## src/rtl/ag_stage_ctrl.sv

```systemverilog
// ----------------------------------------------------------------------------
// ag_stage_ctrl
//
// Pipeline controller for the address-generation (AG) stage latch.
//
// This block does four things:
//   * It produces the AG latch hold (ag_stall) and the bubble-injection
//     control (ag_bubble).
//   * It back-pressures decode (dec_stall).
//   * It qualifies the valid that the memory stage sees (ag_out_v).
//   * It sequences two-access instructions, presenting addr1 first and then
//     addr2, by holding the latch for one extra cycle.
//
// It also keeps a saturating count of AG stall cycles.
//
// Ports:
//   clk         in   clock, all state on rising edge
//   rst         in   asynchronous active-high reset
//   dec_v       in   decode presents a valid instruction to the latch input
//   ag_v        in   valid bit currently held in the AG latch
//   ag_two_acc  in   latched instruction needs two memory accesses
//   dep_stall   in   scoreboard hazard on the latched instruction's sources
//   mem_stall   in   memory stage cannot accept this cycle
//   flush       in   branch redirect, kill AG and decode contents
//   ag_stall    out  AG latch hold (load enable = ~ag_stall)
//   ag_bubble   out  force latch input valid to 0 on this load
//   dec_stall   out  hold the decode stage (always equal to ag_stall)
//   ag_out_v    out  qualified valid presented to the memory stage
//   acc_sel     out  0 = present addr1, 1 = present addr2
//   stall_cnt   out  saturating count of AG stall cycles (CNT_W bits)
//
// Only the sequencing state and stall_cnt are registered. Every other
// output is a combinational function of the state and the inputs.
// ----------------------------------------------------------------------------
module ag_stage_ctrl #(
    parameter int CNT_W = 16
) (
    input  logic             clk,
    input  logic             rst,
    input  logic             dec_v,
    input  logic             ag_v,
    input  logic             ag_two_acc,
    input  logic             dep_stall,
    input  logic             mem_stall,
    input  logic             flush,
    output logic             ag_stall,
    output logic             ag_bubble,
    output logic             dec_stall,
    output logic             ag_out_v,
    output logic             acc_sel,
    output logic [CNT_W-1:0] stall_cnt
);

    typedef enum logic [0:0] {
        ST_RUN    = 1'b0,
        ST_SECOND = 1'b1
    } state_e;

    state_e             state_q;
    state_e             state_d;
    logic [CNT_W-1:0]   stall_cnt_q;
    logic [CNT_W-1:0]   stall_cnt_d;
    logic               cnt_inc_s;
    logic               dec_v_unused_s;

    // Saturating increment: once all-ones, the value is held rather than
    // wrapping back to zero.
    function automatic logic [CNT_W-1:0] sat_inc(input logic [CNT_W-1:0] val);
        logic [CNT_W-1:0] res;
        if (val == {CNT_W{1'b1}}) begin
            res = val;
        end else begin
            res = val + {{(CNT_W-1){1'b0}}, 1'b1};
        end
        return res;
    endfunction

    // dec_v needs no control action here. When the latch loads freely, a
    // low dec_v already loads an invalid entry on its own.
    assign dec_v_unused_s = dec_v;

    // Next-state and output decode, evaluated in priority order:
    // flush, then empty latch, then dep_stall, then mem_stall, then sequencing.
    always_comb begin
        state_d   = state_q;
        ag_stall  = 1'b0;
        ag_bubble = 1'b0;
        ag_out_v  = 1'b0;
        acc_sel   = 1'b0;

        if (flush) begin
            // The redirect discards any pending second access and loads a bubble.
            ag_bubble = 1'b1;
            state_d   = ST_RUN;
        end else if (!ag_v) begin
            // An empty latch loads freely. Seeing SECOND here is illegal,
            // so the block recovers by returning to RUN.
            state_d   = ST_RUN;
        end else if (dep_stall) begin
            // Sources are not ready, so the instruction is held invisible to
            // memory. acc_sel keeps pointing at the access in progress.
            ag_stall  = 1'b1;
            acc_sel   = (state_q == ST_SECOND) ? 1'b1 : 1'b0;
        end else if (mem_stall) begin
            // The address is presented but not accepted, so it is held
            // without advancing the sequencing.
            ag_stall  = 1'b1;
            ag_out_v  = 1'b1;
            acc_sel   = (state_q == ST_SECOND) ? 1'b1 : 1'b0;
        end else begin
            ag_out_v = 1'b1;
            case (state_q)
                ST_RUN: begin
                    acc_sel = 1'b0;
                    if (ag_two_acc) begin
                        // addr1 goes out now. The latch is held one extra
                        // cycle so that addr2 can follow.
                        ag_stall = 1'b1;
                        state_d  = ST_SECOND;
                    end else begin
                        state_d  = ST_RUN;
                    end
                end
                ST_SECOND: begin
                    acc_sel = 1'b1;
                    state_d = ST_RUN;
                end
                default: begin
                    acc_sel = 1'b0;
                    state_d = ST_RUN;
                end
            endcase
        end
    end

    assign dec_stall = ag_stall;

    // A cycle counts as a stall only when a valid, unflushed instruction is
    // held. This includes the planned hold that issues addr1.
    always_comb begin
        cnt_inc_s = ag_v & ~flush & ag_stall;
        if (cnt_inc_s) begin
            stall_cnt_d = sat_inc(stall_cnt_q);
        end else begin
            stall_cnt_d = stall_cnt_q;
        end
    end

    // Sequencing state register, with asynchronous reset to RUN.
    always_ff @(posedge clk or posedge rst) begin
        if (rst) begin
            state_q <= ST_RUN;
        end else begin
            state_q <= state_d;
        end
    end

    // Stall performance counter, with asynchronous reset to zero.
    always_ff @(posedge clk or posedge rst) begin
        if (rst) begin
            stall_cnt_q <= {CNT_W{1'b0}};
        end else begin
            stall_cnt_q <= stall_cnt_d;
        end
    end

    assign stall_cnt = stall_cnt_q;

endmodule

```

## config.mk

```make
export PLATFORM = sky130hd
export DESIGN_NAME = ag_stage_ctrl
export DESIGN_NICKNAME = d
export VERILOG_FILES = /design/src/rtl/ag_stage_ctrl.sv
export SDC_FILE = /design/constraint.sdc
export NUM_CORES = 1
export LEC_CHECK = 0
export ABC_AREA = 1
export CAP_MARGIN = 15
export CORE_MARGIN = 4
export CORE_UTILIZATION = 40
export DETAILED_ROUTE_END_ITERATION = 6
export PLACE_DENSITY = 0.78
export SETUP_SLACK_MARGIN = 0.15
export SLEW_MARGIN = 20
export SYNTH_ARGS = -nofsm -noshare
export SYNTH_HDL_FRONTEND = slang
export SYNTH_SLANG_ARGS = --single-unit
export TNS_END_PERCENT = 10
```

## constraint.sdc

```tcl
create_clock -name clk -period 4.6 [get_ports clk]
set_clock_uncertainty 0.2 [all_clocks]
set_input_delay 0.69 -clock clk [delete_from_list [all_inputs] [get_ports clk]]
set_output_delay 0.69 -clock clk [all_outputs]
set_load 0.01 [all_outputs]
```

==> results of run 1 <==
cell type report:
cell class | count | share of cell area [%]
clock buffer | 4 | 1.80
inverter | 16 | 4.12
multi-input combinational | 129 | 43.6
sequential | 17 | 29.2
tap | 31 | 2.66
timing repair buffer | 27 | 18.6
stage by stage:
stage                     setup WS (ps)  power [mW]  hold WS [ps]  util [%]
after floorplan                    2410       0.197           277         -
after global placement             1570       0.219           304      51.4
after detailed placement           1570       0.220           315      51.4
after CTS                          1570       0.300           338      52.4
after global routing               1490       0.312           358      52.4
final                              1590       0.297           333      52.4
placed cells by master (no fill, tap or decap):
cell type	instances
clkbuf_1	1
nand3_4	1
a21oi_1	1
nand4_1	5
nor3_2	1
nand3_2	1
nor2_4	3
inv_1	15
inv_2	1
clkbuf_4	3
nand2_1	63
nand3_1	24
a31oi_2	1
o21ai_0	1
clkdlybuf4s50_1	27
xor2_1	3
nor2_1	18
nand2_2	2
xnor2_1	4
dfrtp_1	17
ha_1	1
cells by family after synthesis:
| family | after synthesis |
|---|---|
| AND/OR/NAND/NOR | 118 |
| buffers and inverters | 21 |
| flip-flops | 17 |
| XOR/XNOR | 7 |
| AO/OA/AOI/OAI | 3 |
| adder cells (fa/ha/maj) | 1 |
routing by layer:
layer | global-route usage (%) | vias up | wire length, um
met5 | 0 | - | 0
met4 | 2.73 | 0 | 29
met3 | 3.31 | 4 | 89
met2 | 23.5 | 18 | 1200
met1 | 21.5 | 507 | 1240
li1 | - | 582 | -
state kept, by name, summed over array words and instances, names as in the netlist:
signal     cells
state_q        1
stall_cnt     16
cells in the mapped netlist:
library cell  instances  area share [%]
a21oi_1               1            0.43
ha_1                  1             1.1
nand4_1               5             2.7
nand2_2               2             1.1
nor3_2                1            0.86
buf_8                 1             1.3
xnor2_1               4             3.0
xor2_1                3             2.2
buf_6                 1            0.96
inv_2                 1            0.32
a31oi_2               1             1.1
nor2_4                3             2.9
nand3_4               1             1.5
nand3_1              24              10
nand3_2               1            0.86
dfrtp_1              17              36
buf_4                 3             1.9
nor2_1               18             5.8
o21ai_0               1            0.43
nand2_1              63              20
inv_1                15             4.8
worst min-delay path by stage:
| stage | startpoint | endpoint | slack, ps | depth (start not counted) |
|---|---|---|---|---|
| finish | state_q | state_q | 330 | 2 |
| global route | state_q | state_q | 360 | 2 |
| CTS | state_q | state_q | 340 | 2 |
| detailed placement | state_q | state_q | 320 | 2 |
| global placement | state_q | state_q | 300 | 2 |
| floorplan | state_q | state_q | 280 | 2 |
worst max-delay path: cells and delay by family:
kind / cells / cell delay (ps)
buf+inv: 3 / 1070
compound gates: 1 / 270
simple gates: 1 / 90
power by group:
part / internal [mW] / switching (mW)
clock network: 0.0338 / 0.0467
logic: 0.0248 / 0.0270
registers: 0.155 / 0.0101
==> results_dict.tcl, run 1 <==
set metrics [dict create \
    stdcell_count 224 \
    p_leak_nw 0.655 \
    path_class "in2out" \
    clk_latency_ps 290 \
    drtIter0Drc 48 \
    drv_slew 0 \
    slowest_stage "clkdlybuf4s50_1" \
    grt.overflow.total 0 \
    drive_above_1_share_pct 6.74 \
    avgRoutedWirePerCell_um 11.5 \
    grtUsageTotal_pct 15.1 \
    die_area_mm2 0.00385 \
    clockBufferDepth 2 \
    yosysWarnings 0 \
    maxCapViolCount 0 \
    synthMuxAreaShare_pct 0 \
    cts_tree "built" \
    cts_root_buf "clkbuf_4" \
    syn2layout_area_growth_pct 24.5 \
    hold_viol_final 0 \
    final_nets 203 \
    start_kind "input port" \
    fmax_mhz 332 \
    first_global_vias 976 \
    ctsResizeCount 0 \
    drtAntennaViolNets 0 \
    cts-hold-fix-buffers 0 \
    die_w_um 62.1 \
    postCtsSetupBuffers 0 \
    initial_utilization_pct 42.1 \
    grt_antenna_before_repair 0 \
    seq_area_um2 425 \
    period_needed_ps 3010 \
    relSlewSlack_pct 56.3 \
    worstReg2RegStart "stall_cnt[0]" \
    synth_area_per_cell_um2 7.01 \
    ios 29 \
    port_buffers 27 \
    synth-compound-area-share_pct 1.93 \
    synthesis.instances 167 \
    num_vias 1111 \
    r2r_slack_ps 2760 \
    numCtsBuffers 3 \
    dp_hpwl_um 1900 \
    dpl-instance-area_mm2 0.00143 \
    cp_max_fo 4 \
    end_kind "primary output" \
    fillCellCount 271 \
    dieHeight_um 62.1 \
    r2r_cells 7 \
    grt_max_degree 18 \
    r2r_end "stall_cnt[15]" \
    arrival_ps 2120 \
    cp-endpoint "ag_stall" \
    drc 0 \
    power.ir.vdd_worst_mv 0.167 \
    gp_congestion 0.815 \
    worstMarginPinSlew_ps 655 \
    synth_xor_area_share_pct 5.24 \
    core_area_mm2 0.00278 \
    floorplan.rows 19 \
    cts_htree_levels 1 \
    dp.cells 220 \
    setup_viol_count_final 0 \
    path_cells "clkdlybuf4s50_1, inv_1, nand2_1, a31oi_2, clkdlybuf4s50_1" \
    synth_cell_type_count 21 \
    finalCritPeriodShare_pct 65.5 \
    ys_ff_latch 17 \
    ys_seq_area_share_pct 36.4 \
    setup_tns_ps 0 \
    cp_common_cell "clkdlybuf4s50_1" \
    dr.pass1.iters 4 \
    rsz0062_at_grt "no" \
    syn_nets 176 \
    synth_top_family_by_area "simple AND/OR/NAND/NOR gates" \
    synth_fa_ha_area_share_pct 1.07 \
    final_area_mm2 0.00146 \
    num_antenna_cells 0 \
    outcome "complete, no violations" \
    powerDensity_mw_per_mm2 204 \
    synth-simple-area-share_pct 46.1 \
    path_clk_slew_ps 90 \
    clkSinkCount 17 \
    cp.required_ps 3710 \
    via_per_inst 4.96 \
    netlist_area_mm2 0.00117 \
    multiInputGateArea_um2 636 \
    wl_um 2570 \
    critPathMaxStageDelay_ps 590 \
    crit_path_start "flush" \
    grt_pass1_wl_um 4400 \
    min_path_type "reg2reg" \
]
(Power assumes the default switching activity.)
==> inputs of run 2 (changes only) <==
==> constraint.sdc (replaced) <==
create_clock -name clk -period 3 [get_ports clk]
set_clock_uncertainty 0.2 [all_clocks]
set_input_delay 0.45 -clock clk [delete_from_list [all_inputs] [get_ports clk]]
set_output_delay 0.45 -clock clk [all_outputs]
set_load 0.01 [all_outputs]
==> run 2 against run 1 <==
Against the previous run: design area about the same; critical path depth unchanged; register-to-register slack got worse by 1600 ps; flip-flop and latch count unchanged; sequential share of layout area about the same; sequential power increased by 53%; combinational power increased by 53%; global-route usage decreased by 0.70 points; utilization about the same; setup slack got worse by 1100 ps.
==> results_dict.tcl, run 2 (synthesized netlist as in run 1, its figures left out) <==
set metrics [dict create \
    outcome "complete, no violations" \
    cts_tree "built" \
    largest_register_ff_count 16 \
    worstMarginPinSlew_ps 640 \
    dr.pass1.iters 4 \
    dp_slack_ps 453 \
    grt.overflow.total 0 \
    cts-hold-fix-buffers 0 \
    avgRoutedWirePerCell_um 10.9 \
    num_vias 1069 \
    rsz0062_at_grt "no" \
    drc 0 \
    initial_utilization_pct 42.1 \
    dp.cells 220 \
    min_from "state_q" \
    num_antenna_cells 0 \
    final_core_util_pct 52.4 \
    hold_depth 2 \
    gp_congestion 0.815 \
    clockBufferDepth 2 \
    die_w_um 62.1 \
    port_buffers 27 \
    drtIter0Drc 45 \
    floorplan.rows 19 \
    min_path_type "reg2reg" \
    via_per_inst 4.77 \
    die_area_mm2 0.00385 \
    path_class "in2out" \
    holdWs_ps 324 \
    period_needed_ps 2530 \
    cts_root_buf "clkbuf_4" \
    wl_um 2450 \
    end_kind "primary output" \
    power.ir.vdd_worst_mv 0.272 \
    drive_above_1_share_pct 7.25 \
    setup_viol_count_final 0 \
    cp_max_fo 4 \
    postCtsSetupBuffers 0 \
    stdcell_count 224 \
    path_clk_slew_ps 100 \
    finalPower_mw 0.458 \
    grt_pass1_wl_um 4140 \
    powerDensity_mw_per_mm2 314 \
    final_common_cell "nand2_1" \
    start_kind "input port" \
    setup_tns_ps 0 \
    dieHeight_um 62.1 \
    drv_slew 0 \
    setup_slack_ps 471 \
    cts_htree_levels 1 \
    grtUsageTotal_pct 14.4 \
    clkSinkCount 17 \
    p_leak_nw 0.658 \
    clk_latency_ps 300 \
    cp.required_ps 2350 \
    fmax_mhz 395 \
    grt_max_degree 18 \
    dp_hpwl_um 1870 \
    first_global_vias 912 \
    final_nets 203 \
    ios 29 \
    core_area_mm2 0.00278 \
    maxCapViolCount 0 \
    r2r_cells 7 \
    final_cell_mix "nand2_1 (63), clkdlybuf4s50_1 (27), nand3_1 (24)" \
    numCtsBuffers 3 \
    worstReg2RegStart "stall_cnt[0]" \
    hold_viol_final 0 \
    finalCritPeriodShare_pct 84.3 \
    crit_path_start "flush" \
    grt_antenna_before_repair 0 \
    drtAntennaViolNets 0 \
    dpl-instance-area_mm2 0.00143 \
    arrival_ps 1880 \
    final_area_mm2 0.00146 \
    ctsResizeCount 0 \
    syn2layout_area_growth_pct 24.6 \
    relSlewSlack_pct 57.3 \
]
[run 2: cell count changes in the layout (fill, tap and decap cells not counted)]
cell | before | now
clkbuf_1 | 1 | 0
clkinv_2 | 0 | 1
[run 2: report_power, final]
part           leakage [nW]  total [mW]  internal, mW  switching, mW
Clock                0.0177       0.126        0.0498         0.0766
Combinational         0.405      0.0792        0.0380         0.0412
Sequential            0.235       0.252         0.238         0.0145
[run 2: cell type report]
cell class / instances / area, um^2
Clock buffer: 3 / 22.5
Clock inverter: 1 / 5.00
Fill cell: 274 / 1320
Inverter: 16 / 60.1
Multi-Input combinational cell: 129 / 636
Sequential cell: 17 / 425
Tap cell: 31 / 38.8
Timing Repair Buffer: 27 / 270
[run 2: worst paths after layout]
check,end,slack (ps)
max,ag_stall,470
min,state_q,320
max reg2reg,stall_cnt[1],1200
min reg2reg,state_q,320
max in group asynchronous,stall_cnt[5],1860
min in group asynchronous,stall_cnt[3],330
[run 2: layer usage]
metal | vias up | global-route usage, % | wire length, um
met4 | 0 | 2.73 | 17
li1 | 581 | - | -
met5 | - | 0 | 0
met3 | 2 | 3.93 | 117
met2 | 28 | 21.9 | 1140
met1 | 458 | 20.4 | 1180
[run 2: critical path, cell delays in order]
cell and delay, ps:
clkdlybuf4s50_1 410, inv_1 70, nand2_1 90, a31oi_2 260
clkdlybuf4s50_1 600
